`src/rtl/f1_start_ctrl_pkg.sv`:
```
// f1_pkg: shared types and constants for the F1 start-light sequencer.
//   state_t    - sequencer FSM states
//   NUM_LIGHTS - number of build steps before the hold phase
//   LFSR_*     - width/taps of the 7-bit Fibonacci LFSR (x^7 + x^6 + 1)
//   lfsr_next  - one-step LFSR advance, shared by RTL users of the LFSR
package f1_pkg;

  typedef enum logic [2:0] {
    IDLE,
    BUILD,
    HOLD,
    RACE,
    ABORT
  } state_t;

  localparam int NUM_LIGHTS = 8;

  localparam int LFSR_W     = 7;
  localparam int LFSR_TAP_A = 6;
  localparam int LFSR_TAP_B = 5;

  // New bit enters at bit 0; taps at bits 6 and 5 give a maximal 127-state cycle.
  function automatic logic [LFSR_W-1:0] lfsr_next(input logic [LFSR_W-1:0] q);
    return {q[LFSR_W-2:0], q[LFSR_TAP_A] ^ q[LFSR_TAP_B]};
  endfunction

endpackage

```
`src/rtl/f1_start_ctrl_if.sv`:
```
// f1_start_ctrl_if: button-side and light-FSM-side signals of the start sequencer.
//   trigger     - start request (driver side -> sequencer)
//   react       - driver button, level (driver side -> sequencer)
//   step        - one-cycle enable pulse for the light FSM
//   busy        - sequencer not idle
//   lights_out  - one-cycle pulse with the final (lights-out) step
//   react_time  - last measured reaction time in cycles
//   react_valid - one-cycle pulse when react_time updates
//   jump_start  - sticky early-react flag
// master = stimulus/top-level side, slave = the sequencer.
interface f1_start_ctrl_if #(
  parameter int RT_W = 16
);
  logic            trigger;
  logic            react;
  logic            step;
  logic            busy;
  logic            lights_out;
  logic [RT_W-1:0] react_time;
  logic            react_valid;
  logic            jump_start;

  modport master (
    output trigger, react,
    input  step, busy, lights_out, react_time, react_valid, jump_start
  );

  modport slave (
    input  trigger, react,
    output step, busy, lights_out, react_time, react_valid, jump_start
  );
endinterface

```
`src/rtl/f1_start_ctrl_lfsr7.sv`:
```
// lfsr7: free-running 7-bit Fibonacci LFSR, x^7 + x^6 + 1.
//   clk  - clock
//   rst  - synchronous active-low reset, loads SEED
//   q    - current LFSR state, advances every cycle
// SEED must be non-zero or the register locks up at zero.
module lfsr7
  import f1_pkg::*;
#(
  parameter logic [LFSR_W-1:0] SEED = 7'h01
) (
  input  logic              clk,
  input  logic              rst,
  output logic [LFSR_W-1:0] q
);

  always_ff @(posedge clk) begin
    if (!rst) q <= SEED;
    else      q <= lfsr_next(q);
  end

endmodule

```
`src/rtl/f1_start_ctrl.sv`:
```
// f1_start_ctrl: sequencer driving the enable of a 9-state start-light FSM.
//   clk - clock
//   rst - synchronous active-low reset (light FSM is reset from the same net)
//   bus - f1_start_ctrl_if.slave: trigger/react in; step, busy, lights_out,
//         react_time, react_valid, jump_start out
// A run issues exactly nine step pulses: eight paced build steps, a random
// hold, then the lights-out step. An early react aborts the pacing and
// flushes the remaining steps back-to-back so the light FSM lands in S0.
// step, lights_out, react_valid are registered: a step decided at edge N is
// visible during the cycle after edge N.
module f1_start_ctrl
  import f1_pkg::*;
#(
  parameter int                TICK_CYCLES = 4,
  parameter int                MIN_HOLD    = 2,
  parameter logic [LFSR_W-1:0] LFSR_SEED   = 7'h01,
  parameter int                RT_W        = 16
) (
  input  logic              clk,
  input  logic              rst,
  f1_start_ctrl_if.slave    bus
);

  localparam int TICK_W = $clog2(TICK_CYCLES);
  localparam int HOLD_W = $clog2(MIN_HOLD + 16);
  localparam logic [TICK_W-1:0] TICK_LAST   = TICK_W'(TICK_CYCLES - 1);
  localparam logic [3:0]        LAST_BUILD  = 4'(NUM_LIGHTS - 1);
  localparam logic [3:0]        STEPS_TOTAL = 4'(NUM_LIGHTS + 1);

  state_t            state, state_n;
  logic [TICK_W-1:0] tick_cnt, tick_n;
  logic [3:0]        step_cnt, step_cnt_n;
  logic [HOLD_W-1:0] hold_cnt, hold_n;
  logic [RT_W-1:0]   rt_cnt, rt_n;
  logic [RT_W-1:0]   rtime_q, rtime_n;
  logic              step_q, step_n;
  logic              lo_q, lo_n;
  logic              rv_q, rv_n;
  logic              js_q, js_n;
  logic              tick_end;

  logic [LFSR_W-1:0] lfsr_q;
  logic              unused_lfsr;

  lfsr7 #(.SEED(LFSR_SEED)) u_lfsr (
    .clk (clk),
    .rst (rst),
    .q   (lfsr_q)
  );

  // Only the low nibble randomises the hold.
  assign unused_lfsr = ^lfsr_q[LFSR_W-1:4];

  always_ff @(posedge clk) begin
    if (!rst) begin
      state    <= IDLE;
      tick_cnt <= '0;
      step_cnt <= '0;
      hold_cnt <= '0;
      rt_cnt   <= '0;
      rtime_q  <= '0;
      step_q   <= 1'b0;
      lo_q     <= 1'b0;
      rv_q     <= 1'b0;
      js_q     <= 1'b0;
    end else begin
      state    <= state_n;
      tick_cnt <= tick_n;
      step_cnt <= step_cnt_n;
      hold_cnt <= hold_n;
      rt_cnt   <= rt_n;
      rtime_q  <= rtime_n;
      step_q   <= step_n;
      lo_q     <= lo_n;
      rv_q     <= rv_n;
      js_q     <= js_n;
    end
  end

  always_comb begin
    state_n    = state;
    tick_n     = tick_cnt;
    step_cnt_n = step_cnt;
    hold_n     = hold_cnt;
    rt_n       = rt_cnt;
    rtime_n    = rtime_q;
    step_n     = 1'b0;
    lo_n       = 1'b0;
    rv_n       = 1'b0;
    js_n       = js_q;
    tick_end   = (tick_cnt == TICK_LAST);

    case (state)
      IDLE: begin
        if (bus.trigger) begin
          state_n    = BUILD;
          tick_n     = '0;
          step_cnt_n = '0;
          js_n       = 1'b0;
        end
      end

      BUILD: begin
        // react outranks a coinciding tick; ABORT issues the missed step
        if (bus.react) begin
          state_n = ABORT;
          js_n    = 1'b1;
        end else if (tick_end) begin
          tick_n     = '0;
          step_n     = 1'b1;
          step_cnt_n = step_cnt + 4'd1;
          if (step_cnt == LAST_BUILD) begin
            state_n = HOLD;
            hold_n  = HOLD_W'(MIN_HOLD) + HOLD_W'(lfsr_q[3:0]);
          end
        end else begin
          tick_n = tick_cnt + 1'b1;
        end
      end

      HOLD: begin
        if (bus.react) begin
          state_n = ABORT;
          js_n    = 1'b1;
        end else if (tick_end) begin
          tick_n = '0;
          // <=1 also covers a zero load, which fires on the first tick
          if (hold_cnt <= HOLD_W'(1)) begin
            step_n     = 1'b1;
            lo_n       = 1'b1;
            step_cnt_n = STEPS_TOTAL;
            state_n    = RACE;
            rt_n       = '0;
          end else begin
            hold_n = hold_cnt - 1'b1;
          end
        end else begin
          tick_n = tick_cnt + 1'b1;
        end
      end

      RACE: begin
        if (bus.react) begin
          rtime_n = rt_cnt;
          rv_n    = 1'b1;
          state_n = IDLE;
        end else if (rt_cnt != '1) begin
          rt_n = rt_cnt + 1'b1;
        end
      end

      ABORT: begin
        // flush remaining steps one per cycle so the light FSM wraps to S0
        if (step_cnt < STEPS_TOTAL) begin
          step_n     = 1'b1;
          step_cnt_n = step_cnt + 4'd1;
          if (step_cnt == STEPS_TOTAL - 4'd1) state_n = IDLE;
        end else begin
          state_n = IDLE;
        end
      end

      default: state_n = IDLE;
    endcase
  end

  assign bus.step        = step_q;
  assign bus.busy        = (state != IDLE);
  assign bus.lights_out  = lo_q;
  assign bus.react_time  = rtime_q;
  assign bus.react_valid = rv_q;
  assign bus.jump_start  = js_q;

endmodule
```
`src/flat_wrapper.sv`:
```
// flat-port wrapper written by rule: the top's interface ports become plain ports
module f1_start_ctrl_flat import f1_pkg::*;
#(
  parameter int                TICK_CYCLES = 4,
  parameter int                MIN_HOLD    = 2,
  parameter logic [LFSR_W-1:0] LFSR_SEED   = 7'h01,
  parameter int                RT_W        = 16
)
  (clk, rst, bus_trigger, bus_react, bus_step, bus_busy, bus_lights_out, bus_react_time, bus_react_valid, bus_jump_start);
  f1_start_ctrl_if #(.RT_W(RT_W)) bus_i ();
  input  logic clk;
  input  logic rst;
  input wire logic [$bits(bus_i.trigger)-1:0] bus_trigger;
  input wire logic [$bits(bus_i.react)-1:0] bus_react;
  output wire logic [$bits(bus_i.step)-1:0] bus_step;
  output wire logic [$bits(bus_i.busy)-1:0] bus_busy;
  output wire logic [$bits(bus_i.lights_out)-1:0] bus_lights_out;
  output wire logic [$bits(bus_i.react_time)-1:0] bus_react_time;
  output wire logic [$bits(bus_i.react_valid)-1:0] bus_react_valid;
  output wire logic [$bits(bus_i.jump_start)-1:0] bus_jump_start;
  assign bus_i.trigger = bus_trigger;
  assign bus_i.react = bus_react;
  assign bus_step = bus_i.step;
  assign bus_busy = bus_i.busy;
  assign bus_lights_out = bus_i.lights_out;
  assign bus_react_time = bus_i.react_time;
  assign bus_react_valid = bus_i.react_valid;
  assign bus_jump_start = bus_i.jump_start;
  f1_start_ctrl #(.TICK_CYCLES(TICK_CYCLES), .MIN_HOLD(MIN_HOLD), .LFSR_SEED(LFSR_SEED), .RT_W(RT_W)) u_core (.clk(clk), .rst(rst), .bus(bus_i));
endmodule
```
`config.mk`:
```
export PLATFORM = sky130hd
export DESIGN_NAME = f1_start_ctrl_flat
export DESIGN_NICKNAME = d
export VERILOG_FILES = /design/src/rtl/f1_start_ctrl_pkg.sv /design/src/rtl/f1_start_ctrl_if.sv /design/src/rtl/f1_start_ctrl_lfsr7.sv /design/src/rtl/f1_start_ctrl.sv /design/src/flat_wrapper.sv
export SDC_FILE = /design/constraint.sdc
export NUM_CORES = 1
export LEC_CHECK = 0
export BUFFER_PORTS_ARGS = -buffer_cell sky130_fd_sc_hd__buf_2
export CAP_MARGIN = 25
export CORE_MARGIN = 1.5
export CORE_UTILIZATION = 23
export DETAILED_ROUTE_END_ITERATION = 12
export MAX_ROUTING_LAYER = met4
export SYNTH_ARGS = -nofsm -noshare
export SYNTH_HDL_FRONTEND = slang
export SYNTH_SLANG_ARGS = --single-unit
```
`constraint.sdc`:
```
create_clock -name clk -period 2.3 [get_ports clk]
set_input_delay 0.23 -clock clk [delete_from_list [all_inputs] [get_ports clk]]
set_output_delay 0.23 -clock clk [all_outputs]
set_load 0.05 [all_outputs]
```
### After elaboration in Yosys (flattened, before gate mapping)

Cells that the tools add are included.

| cells by class | value |
|---|---|
| add/subtract/negate cells | 5 |
| magnitude comparators | 2 |
| equal/unequal tests | 27 |
| multiplexer cells | 47 |
| bitwise logic cells | 1 |
| reduce and logical (&&, ||, !) cells | 16 |

Operator list:

| cell | number |
|---|---|
| two-way mux 16 bit | 5 |
| one-hot mux 16 bit (2 select lines) | 1 |
| two-way mux 3 bit | 10 |
| two-way mux 5 bit | 6 |
| two-way mux 4 bit | 7 |
| adder 16 x 1 -> 16 bit (second input constant) | 1 |
| != test 16 bit (second input constant) | 1 |
| one-hot mux 4 bit (4 select lines) | 1 |
| one-hot mux 3 bit (5 select lines) | 1 |
| != test 2 x 1 -> 1 bit (second input constant) | 7 |
| != test 2 bit (second input constant) | 7 |
| AND reduction 7 bit | 2 |
| != test 3 x 2 -> 1 bit (second input constant) | 4 |
| one-hot mux 5 bit (2 select lines) | 1 |
| two-way mux 1 bit | 9 |
| AND reduction 8 bit | 1 |
| == test 3 x 2 -> 1 bit (second input constant) | 2 |
| two-way mux 2 bit | 3 |
| AND reduction 2 bit | 3 |
| AND reduction 3 bit | 2 |
| AND reduction 6 bit | 1 |
| nonzero test 2 bit | 3 |
| adder 2 x 4 -> 5 bit (first input constant) | 1 |
| less-or-equal comparator 5 x 1 -> 1 bit (second input constant) | 1 |
| 18 further kinds | 18 |

| word-level totals | value |
|---|---|
| register bits after elaboration | 57 |
| input bits | 4 |
| output and inout bits | 21 |
| word-level logic and storage cells | 109 |

### Logic depth before layout (Yosys ltp)

| depth | value |
|---|---|
| depth after elaboration | 5 |
| mapped depth | 8 |
| depth with buffers taken out | 7 |

### Modules after synthesis

Synthesis repeated with hierarchy kept, for this count alone.

| second synthesis, totals | value |
|---|---|
| cell total of the unflattened synthesis | 351 |
| area, all modules | 2,852.7 um^2 |

By module, submodules not included:

| module | times used | cells each | area each (um^2) | seq. area each (um^2) |
|---|---|---|---|---|
| f1_start_ctrl | 1 | 336 | 2,662.6 | 1,001.0 |
| lfsr7 | 1 | 15 | 190.2 | 140.1 |

### Least setup slack after synthesis

No wires, ideal clock.

| path | value |
|---|---|
| path type | register to register |
| start | register u_core.rt_cnt[0] |
| end | register u_core.rt_cnt[10] |
| library setup time | 115 ps |
| data arrival time | 1,952 ps |
| required time | 2,185 ps |
| slack | 233 ps |
| cell stages (with the launch flop) | 9 |
| path buffers | 2 |
| clock period less this slack | 2,067 ps |
| cell sequence | dfxtp_1 > ha_1 > nand3_1 > or4b_4 > o41ai_4 > buf_6 > buf_8 > nor3_1 > o21a_1 |

| on the way | value |
|---|---|
| cells in the longest elaborated chain, start to end | 4 |
| elaborated cells on any way between the ends | 7 |
| those cells by class | 1 x add/sub; 2 x eq/ne; 3 x mux; 1 x reduce/logical |

RTL lines:

| item | RTL line | text |
|---|---|---|
| start: declaration | f1_start_ctrl.sv:34 | `logic [RT_W-1:0] rt_cnt, rt_n;` |
| start signal: assignment | f1_start_ctrl.sv:71 | `rt_cnt <= rt_n;` |
| adder 16 x 1 -> 16 bit | f1_start_ctrl.sv:148 | `rt_n = rt_cnt + 1'b1;` |
| two-way mux 16 bit | f1_start_ctrl.sv:147 | `end else if (rt_cnt != '1) begin` |
| two-way mux 16 bit | f1_start_ctrl.sv:143 | `if (bus.react) begin` |
| one-hot mux 16 bit (2 select lines) | f1_start_ctrl.sv:93 | `case (state)` |

Parallel ways exist; a longest one is shown, timed or not. The select of a mux whose other input is x is not followed.
A chain may end at the register's enable or synchronous reset.

### Worst setup path in the final report

| path | value |
|---|---|
| start | register u_core.rt_cnt[1] |
| end | register u_core.rt_cnt[4] |

Same word-level chain as after synthesis.

==> reports/summary.txt <==
PortBufs - 24
Asr flop ratio synth - 0
Total half-perimeter wirelength after legalization and detailed placement - 4.67 mm
Clock sink count - 57
Diode insertion count for antenna repair - 0
Fraction of power consumed by combinational cells - 0.221
Kind of launch point of the worst setup path - flip-flop
Leftover overflow at the end of global routing - 0
Number of max-slew violations in the final report - 0
Clock root buffer - sky130_fd_sc_hd__clkbuf_16
Minimum setup slack in the final design - 130 ps
Length of the first detailed-routing pass in iterations - 5
Per-cell via count in the routed design - 4.71
Clock group share of total power - 0.414
Nets in the synthesized netlist - 355
Ratio of total power to cell area - 859 nW/µm²
Effective utilization at floorplan - 0.236
Worst slack after detailed placement - 82.3 ps
Num rows - 40
Worst Clk Skew - 8.04 ps
Die Span Y - 114 µm
Count of routing violations after the opening detailed-route iteration - 103
Die width - 114 µm
Sequential element share of the synthesized area - 0.400
CTS tree - built
Worst vdd ir - 0.420 mV
Number of synthesized register bits - 57
Highest clock frequency the design can meet - 461 MHz
Worst EP arrival - 2390 ps
Vias in the first global route - 2,520
Worst skew pair latency - 330 ps
Clock transition at the register clock pins on the worst setup and hold paths after CTS - 50 ps
Required time at the worst-slack endpoint - 2520 ps
Mean instance size in the synthesized netlist - 8.31 µm²
Core occupancy in the finished layout - 0.288
Routed wire per std cell - 12.5 µm
Post-placement cell area - 3180 µm²
Share of cells above drive strength 1 - 0.174
Vias - 2,552
Mapped Area - 2850 µm²
Number of max-capacitance violations reported - 0
Normalized max-slew margin - 0.561
Maximum number of pins on one net before global-route repair - 35
Internal Pwr Total - 2.03 mW
DIE AREA - 13,100 µm²
Synth Warn # - 0
Switching fraction of total power - 0.321
Syn Inst Count - 343
Most frequent cells in the layout - sky130_fd_sc_hd__dfxtp_1, sky130_fd_sc_hd__nand2_1, sky130_fd_sc_hd__a21oi_1
Clock period minus final worst setup slack - 2170 ps
Number of antenna violations at the first check in global routing - 0
Final Routed Wirelength - 6.76 mm
Number of buffers created by CTS - 9
Setup crit end kind - flip-flop
Number of hold-slack violations in the final timing report - 0
Area inside the core boundary - 12,100 µm²
Synthesis-to-layout area growth - 21.8%
Count of unique library cells instantiated by Yosys - 54
Global-route wire length before repair - 11.9 mm
Worst hold path class - in -> reg
Standby leakage power - 1.24 nW
Portion of the clock cycle consumed by the worst path in the final layout - 0.943
IO Count - 25
Post-synth EDFFs - 0
Count of H-tree levels built during CTS - 3
Sum of internal, switching and leakage power - 2.99 mW
Unrepaired setup endpoints after global routing - yes
Reg power frac - 0.365
Worst-Margin Slew - 655 ps
Net Switching - 0.957 mW
Area of all placed cells without fillers - 3470 µm²
Antenna violation net count after detailed routing - 0
Most common cell after layout, fill and taps aside - sky130_fd_sc_hd__dfxtp_1
Type of the setup path with the least slack - reg -> reg
Clock Path Buffers - 2
Final Setup Violations - 0
CP Max Fanout - 18
Post-synth top flop - sky130_fd_sc_hd__dfxtp_1
Number of nets in the final layout - 381
Gpl congestion - 0.814
Total GRT Usage - 0.118
Run status - completed
Residual DRC count - 0
-- critical path: stages (launching register included) --
cell,delay (ps)
sky130_fd_sc_hd__dfxtp_1,390
sky130_fd_sc_hd__ha_2,230
sky130_fd_sc_hd__nand3_1,110
sky130_fd_sc_hd__or4b_4,570
sky130_fd_sc_hd__o41ai_4,290
sky130_fd_sc_hd__buf_6,230
sky130_fd_sc_hd__o311ai_0,150
sky130_fd_sc_hd__o41ai_1,90
-- layer usage --
metal	vias up	wire, µm	GRT usage
met3	11	354	0.0402
li1	1299	-	-
met5	-	0	-
met4	0	126	0.0517
met1	1189	3300	0.146
met2	53	2980	0.172
-- cells in the mapped netlist, types with 7 or more instances --
cell type | instances | area [µm²]
sky130_fd_sc_hd__clkbuf_1 | 14 | 52.6
sky130_fd_sc_hd__dfxtp_1 | 57 | 1140
sky130_fd_sc_hd__a21oi_1 | 34 | 170
sky130_fd_sc_hd__o31ai_1 | 8 | 60.1
sky130_fd_sc_hd__nor2_1 | 22 | 82.6
sky130_fd_sc_hd__o311ai_0 | 12 | 105
sky130_fd_sc_hd__ha_1 | 8 | 100
sky130_fd_sc_hd__o21ai_0 | 14 | 70.1
sky130_fd_sc_hd__inv_1 | 10 | 37.5
sky130_fd_sc_hd__and2_1 | 11 | 68.8
sky130_fd_sc_hd__nand3_1 | 9 | 45.0
sky130_fd_sc_hd__nand2_1 | 53 | 199
sky130_fd_sc_hd__nand2b_1 | 7 | 43.8
-- flip-flops by register name, indices dropped and copies added (netlist names) --
register                count
u_core.u_lfsr.q             7
u_core.bus.step             1
u_core.bus.react_time      16
u_core.state                3
u_core.step_cnt             4
u_core.bus.jump_start       1
u_core.bus.lights_out       1
u_core.rt_cnt              16
u_core.hold_cnt             5
u_core.tick_cnt             2
u_core.bus.react_valid      1
-- per-stage QoR --
step	hold WS, ps	std cells	setup TNS, ps
finish	278	542	0
global route	314	542	-9.33
CTS	267	542	0
detailed placement	424	526	0
global placement	415	526	0
floorplan	412	343	0
-- power by group through the flow --
stage	Combinational (mW)	Clock [mW]	Sequential [mW]
after floorplan	0.507	0	1.10
after global placement	0.637	0	1.11
after detailed placement	0.658	0	1.11
after CTS	0.659	1.27	1.09
after global routing	0.733	1.32	1.10
final	0.660	1.24	1.09
-- what timing repair did --
| action | in CTS | in global routing |
|---|---|---|
| hold buffers | 0 | 0 |
| setup endpoints to repair | 0 | 9 |
| buffers inserted | 0 | 0 |
| gates resized for setup | 0 | 3 |
-- worst paths after layout --
path	startpoint	to	depth (start not counted)	slack (ps)
hold reg to reg	u_core.u_lfsr.q[4]	u_core.u_lfsr.q[5]	1	430
setup reg to reg	u_core.rt_cnt[1]	u_core.rt_cnt[4]	7	130
setup / recovery	u_core.rt_cnt[1]	u_core.rt_cnt[4]	7	130
hold / removal	bus_react	u_core.state[2]	3	280
-- final cells by class --
| class | count | area [µm²] |
|---|---|---|
| clock buffers | 10 | 239 |
| clock inverters | 6 | 43.8 |
| fillers | 1285 | 8590 |
| inverters | 11 | 41.3 |
| multi-input cells | 251 | 1550 |
| flip-flops and latches | 57 | 1140 |
| well taps | 168 | 210 |
| repair buffers | 39 | 249 |
-- kinds of logic after synthesis --
group                    Yosys count  share of synthesized area
AO/OA/AOI/OAI                     98                      0.236
XOR/XNOR                           3                    0.00922
adder cells (fa/ha/maj)            8                     0.0351
buffers and inverters             35                     0.0588
flip-flops                        57                      0.400
multiplexers                       5                     0.0176
AND/OR/NAND/NOR                  137                      0.244
(Power assumes the default switching activity.)
